File: config.mk
export PLATFORM = sky130hd
export DESIGN_NAME = fifo_serial_reader
export DESIGN_NICKNAME = d
export VERILOG_FILES = /design/src/rtl/fifo_serial_reader.sv
export SDC_FILE = /design/constraint.sdc
export NUM_CORES = 1
export LEC_CHECK = 0
export ABC_AREA = 1
export CAP_MARGIN = 20
export CORE_MARGIN = 2
export CORE_UTILIZATION = 45
export DETAILED_ROUTE_END_ITERATION = 8
export GPL_ROUTABILITY_DRIVEN = 1
export GPL_TIMING_DRIVEN = 0
export HOLD_SLACK_MARGIN = 0.03
export PLACE_DENSITY = 0.87
export SYNTH_ARGS = -nofsm -noshare
export SYNTH_HDL_FRONTEND = slang
export SYNTH_SLANG_ARGS = --single-unit
File: constraint.sdc
create_clock -name clk -period 1.5 [get_ports clk]
set_input_delay 0.3 -clock clk [delete_from_list [all_inputs] [get_ports clk]]
set_output_delay 0.3 -clock clk [all_outputs]
set_load 0.01 [all_outputs]
File: src/rtl/fifo_serial_reader.sv
// Drains words from the parallel FIFO via dor/r_en and re-emits them LSB-first
// on a valid/ready serial port, with optional even parity and a frame counter.
module fifo_serial_reader #(
  parameter int WIDTH  = 4,
  parameter int PARITY = 0,
  parameter int CNT_W  = 8
) (
  input  logic             clk,
  input  logic             rst,
  input  logic             en,
  input  logic             fifo_dor,
  input  logic [WIDTH-1:0] fifo_data,
  output logic             fifo_r_en,
  input  logic             ser_ready,
  output logic             ser_valid,
  output logic             ser_out,
  output logic             ser_last,
  output logic             busy,
  output logic [CNT_W-1:0] word_count
);

  localparam int FRAME_LEN = WIDTH + ((PARITY != 0) ? 1 : 0);
  localparam int BIT_W     = $clog2(FRAME_LEN);
  localparam logic [BIT_W-1:0] LAST_IDX = BIT_W'(FRAME_LEN - 1);

  typedef enum logic [1:0] {
    S_IDLE,
    S_READ,
    S_CAPTURE,
    S_SHIFT
  } state_t;

  state_t               r_state;
  state_t               w_next;
  logic [FRAME_LEN-1:0] r_shift;
  logic [FRAME_LEN-1:0] w_load;
  logic [BIT_W-1:0]     r_bit_cnt;
  logic                 r_rd_en;
  logic [CNT_W-1:0]     r_word_count;
  logic                 w_fetch;
  logic                 w_accept;
  logic                 w_frame_done;

  assign w_fetch      = en && fifo_dor;
  assign w_accept     = (r_state == S_SHIFT) && ser_ready;
  assign w_frame_done = w_accept && (r_bit_cnt == LAST_IDX);

  // The parity bit sits just above the data MSB so a plain right shift emits it last.
  generate
    if (PARITY != 0) begin : g_parity
      assign w_load = {^fifo_data, fifo_data};
    end else begin : g_no_parity
      assign w_load = fifo_data;
    end
  endgenerate

  always_comb begin
    w_next = r_state;
    case (r_state)
      S_IDLE:    if (w_fetch) w_next = S_READ;
      S_READ:    w_next = S_CAPTURE;
      S_CAPTURE: w_next = S_SHIFT;
      S_SHIFT: begin
        if (w_frame_done) w_next = w_fetch ? S_READ : S_IDLE;
      end
      default:   w_next = S_IDLE;
    endcase
  end

  always_ff @(posedge clk or posedge rst) begin
    if (rst) begin
      r_state <= S_IDLE;
    end else begin
      r_state <= w_next;
    end
  end

  // Strobe is registered from the next-state decode, so it is high exactly during READ.
  always_ff @(posedge clk or posedge rst) begin
    if (rst) begin
      r_rd_en <= 1'b0;
    end else begin
      r_rd_en <= (w_next == S_READ);
    end
  end

  always_ff @(posedge clk or posedge rst) begin
    if (rst) begin
      r_shift   <= '0;
      r_bit_cnt <= '0;
    end else if (r_state == S_CAPTURE) begin
      r_shift   <= w_load;
      r_bit_cnt <= '0;
    end else if (w_accept) begin
      r_shift   <= r_shift >> 1;
      r_bit_cnt <= w_frame_done ? '0 : r_bit_cnt + BIT_W'(1);
    end
  end

  always_ff @(posedge clk or posedge rst) begin
    if (rst) begin
      r_word_count <= '0;
    end else if (w_frame_done) begin
      r_word_count <= r_word_count + CNT_W'(1);
    end
  end

  assign fifo_r_en  = r_rd_en;
  assign ser_valid  = (r_state == S_SHIFT);
  assign ser_out    = ser_valid && r_shift[0];
  assign ser_last   = ser_valid && (r_bit_cnt == LAST_IDX);
  assign busy       = (r_state != S_IDLE);
  assign word_count = r_word_count;

endmodule
# Word-level counts from Yosys, hierarchy flattened
# Index checks and enable logic that the tools add are counted.
# op_classes
n_addsub,2
n_eq_ne,5
n_mux,9
n_reduce_logical,8
# ops
op,n
2-bit 2-to-1 mux,5
8-bit by 1-bit adder with 8-bit output (second input constant),1
4-bit 2-to-1 mux,2
2-bit case mux with 4 select lines,1
2-bit == test (second input constant),3
1-bit logical AND,5
2-bit by 1-bit == test with 1-bit output (second input constant),2
2-bit nonzero test,2
2-bit by 1-bit adder with 2-bit output (second input constant),1
2-bit zero test,1
1-bit 2-to-1 mux,1
# word_totals
ff_bits,17
output_inout_bits,13
wordCells,29

# Depth between registers and ports, before layout
# depth
ltp_word,6
mapped_depth,8
depth_no_buf,7

# Worst setup path after synthesis
# No wires, ideal clock.
# synth_timing
kind,flip-flop to flip-flop
start,register r_bit_cnt[0]
end,register r_word_count[5] (netlist: word_count[5])
arrival_time_ps,1079
required_ps,1374
slack_ps,295
path_stages_with_launch,7
n_path_buf,1
synth_period_minus_slack_ps,1205
cell_sequence,dfrtp_1 ha_1 inv_1 nor2_2 buf_6 nand2_1 xnor2_1
# synth_between
elab_chain_cells,2
# synth_rtl
item,line,source
start: declaration,37,logic [BIT_W-1:0] r_bit_cnt;
start signal: assignment,96,r_bit_cnt <= w_frame_done ? '0 : r_bit_cnt + BIT_W'(1);
2-bit == test,46,assign w_frame_done = w_accept && (r_bit_cnt == LAST_IDX);
1-bit logical AND,46,
end signal: assignment,104,r_word_count <= r_word_count + CNT_W'(1);
end: declaration,39,logic [CNT_W-1:0] r_word_count;
# No other way between the ends.
# A chain may end at the register's enable or synchronous reset.

# Final worst setup path
# layout_timing
start,register r_bit_cnt[1]
end,output port ser_last
# layout_between
elab_chain_cells,2
# layout_rtl
item,line,source
2-bit == test,111,assign ser_last = ser_valid && (r_bit_cnt == LAST_IDX);
1-bit logical AND,111,
end: declaration,17,"output logic ser_last,"
# No other way between the ends.

==> impl_metrics.sql <==
INSERT INTO impl_metrics (metric_group, metric, value, unit) VALUES
('timing', 'max_freq', '0.678', 'GHz'),
('die', 'floorplan.rows', '15', ''),
('clock_tree', 'clockRootBuffer', 'clkbuf_4', ''),
('setup_path', 'timing.rr.end', 'fifo_r_en', ''),
('synth', 'netlist_top_cells_area', 'dfrtp_1 51%, nand2_1 13%, inv_1 7.2%', ''),
('final_layout', 'nNetsFinal', '148', ''),
('setup_path', 'worstPathArrival', '1.18', 'ns'),
('global_routing', 'grt_max_degree', '18', ''),
('setup_path', 'cp_data_required_time', '1.20', 'ns'),
('placed_design', 'detailed_place_hpwl', '1160', 'um'),
('synth', 'postSynthCellCount', '99', ''),
('final_layout', 'layout.core_utilization', '69.0', '%'),
('timing', 'final-setup-viol-count', '0', ''),
('die', 'core_region_area', '0.00175', 'mm^2'),
('final_layout', 'num_antenna_cells', '0', ''),
('status', 'status', 'complete, no violations', ''),
('timing', 'skew', '0.00263', 'ns'),
('synth', 'postSynth.asyncResetShare', '100', '%'),
('route', 'remaining_drc_errors', '0', ''),
('route', 'routed_wire_length_per_instance', '10.9', 'um'),
('global_routing', 'grt_usage', '19.1', '%'),
('die', 'initial_core_util', '48.1', '%'),
('route', 'wirelength', '1760', 'um'),
('route', 'via_per_inst', '4.67', ''),
('timing', 'layout_worst_path_cycle_share', '98.4', '%'),
('setup_path', 'r2r-start', 'r_state[0]', ''),
('timing', 'worst_pin_slew', '0.642', 'ns'),
('die', 'die_width', '47.2', 'um'),
('setup_path', 'cp-start-kind', 'flop', ''),
('global_routing', 'first_global_vias', '692', ''),
('setup_path', 'timing_worst_setup_path_type', 'flop to output port', ''),
('clock_tree', 'clock_tree.buffer_depth', '2', ''),
('synth', 'post-synth-top-count-cell', 'nand2_1', ''),
('synth', 'synth_fp_nets', '110', ''),
('timing', 'worst_slack', '0.0247', 'ns'),
('clock_tree', 'ctsHtreeMaxLevel', '1', ''),
('route', 'drtPass1Iterations', '4', ''),
('synth', 'synth_area', '840', 'um^2'),
('setup_path', 'crit_path_max_fanout', '3', ''),
('timing', 'rsz0062_at_grt', 'true', ''),
('die', 'die_span_y', '47.2', 'um'),
('setup_path', 'timing.reg2reg.worst_path_depth', '7', ''),
('global_routing', 'antenna_found_initial', '0', ''),
('synth', 'yosys_warnings', '0', ''),
('synth', 'synth.ff_latch_count', '17', ''),
('power_and_ir_drop', 'max-vdd-ir-drop', '927', 'uV'),
('min_path', 'hold_class', 'primary input to asynchronous set/reset pin', ''),
('timing', 'finalHoldWorstSlack', '0.390', 'ns'),
('final_layout', 'number_of_filler_instances_in_the_final_layout', '135', ''),
('global_routing', 'wire_length_of_the_first_global_routing_pass', '2810', 'um'),
('placed_design', 'i_o_buffers', '21', ''),
('route', 'antenna_violating_nets_post_route', '0', ''),
('placed_design', 'place_inst', '145', ''),
('clock_tree', 'cts.clk_slew.worst_paths', '0.09', 'ns'),
('placed_design', 'finalWeightedCongestion', '0.762', ''),
('clock_tree', 'cts_hold_buf', '0', ''),
('placed_design', 'pre_cts_slack', '-0.155', 'ns'),
('final_layout', 'area_used_by_multi_input_combinational_logic', '360', 'um^2'),
('final_layout', 'sequential_cell_area', '425', 'um^2'),
('final_layout', 'syn_to_layout_area_delta', '43.4', '%'),
('final_layout', 'ratio_of_cells_with_drive_above_1_in_the_final_layout', '20.6', '%'),
('die', 'die_area', '0.00223', 'mm^2'),
('timing', 'final_slew_violations', '0', ''),
('setup_path', 'crit_path_capture_type', 'output port', ''),
('synth', 'synthDistinctLibCells', '20', ''),
('synth', 'edff_count_synth', '0', ''),
('power_and_ir_drop', 'total_leakage_power', '0.676', 'nW'),
('power_and_ir_drop', 'fin_total_pwr', '1.95', 'mW'),
('timing', 'final.min_clock_period', '1.48', 'ns'),
('synth', 'synth.yosys.seq_area_share', '50.7', '%'),
('setup_path', 'regToRegSetupSlack', '0.23', 'ns');
metal layers:
layer	up-vias	GRT usage, %	part of all wire, %
met5	-	0	0
met4	0	16.1	4.0
li1	380	-	-
met3	6	3.46	4.5
met2	25	30.1	49
met1	341	22.4	43
cell families after synthesis:
group | count (synthesis) | synth area share, %
xor+xnor | 4 | 4.17
fa+ha+maj | 2 | 2.98
buf+inv | 17 | 8.49
simple gates | 54 | 30.0
flops | 17 | 50.7
compound gates | 5 | 3.73
how the worst max path moves through the flow:
stage / end / slack [ns] / start / cells after the start
global route: ser_last / -0.05 / r_bit_cnt[1] / 4
global placement: ser_last / -0.12 / r_bit_cnt[0] / 4
CTS: word_count[3] / 0.0009 / word_count[3] / 1
floorplan: word_count[5] / 0.30 / r_bit_cnt[0] / 6
detailed placement: ser_last / -0.15 / r_bit_cnt[0] / 4
finish: ser_last / 0.02 / r_bit_cnt[1] / 4
worst max-delay path, cell delays in order (launching register included):
cell,delay (ns)
dfrtp_1,0.41
ha_4,0.18
inv_1,0.06
nor2_1,0.10
buf_2,0.13
report_power, final:
group	total [mW]	switching [mW]	internal, mW
Combinational	1.02	0.523	0.495
Clock	0.235	0.132	0.103
Sequential	0.693	0.0893	0.603
cell usage in the layout (no fill, tap or decap), drive strengths merged:
cell and count:
nand2 32, dfrtp 17, inv 16, buf 14, nor2 13, clkdlybuf4s50 9, nand3 6, clkbuf 6
dlygate4sd2 5, dlymetal6s2s 4, xnor2 3, nand4 2, a21oi 2, ha 2, xor2 1, nor3 1
o21ai 1, o22a 1, o22ai 1
stage by stage:
| step | cell area, um^2 | TNS [ns] |
|---|---|---|
| 2_1_floorplan | 840 | 0 |
| 3_3_place_gp | 1080 | -0.121 |
| 3_5_place_dp | 1080 | -0.155 |
| 4_1_cts | 1200 | 0 |
| 5_1_grt | 1200 | -0.0521 |
| 6_report | 1200 | 0 |
flip-flops by register name, indices dropped and copies added, names as in the netlist:
signal      flops
fifo_r_en       1
r_bit_cnt       2
r_shift         4
word_count      8
r_state         2
final cells by class:
cell class,instances,area share [%]
Buffer,1,0.936
Inverter,16,4.99
Tap cell,25,2.60
Timing Repair Buffer,33,24.0
Multi-Input combinational cell,65,29.9
Clock buffer,4,2.18
Sequential cell,17,35.3
repair_timing:
item                                    in CTS  in global routing
pin swaps                                    1                  0
cloned                                       0                  0
endpoints found under the setup margin      12                  7
setup buffers                               11                  1
hold endpoints to repair                     0                  0
gates resized for setup                     16                  6
(Power assumes the default switching activity.)
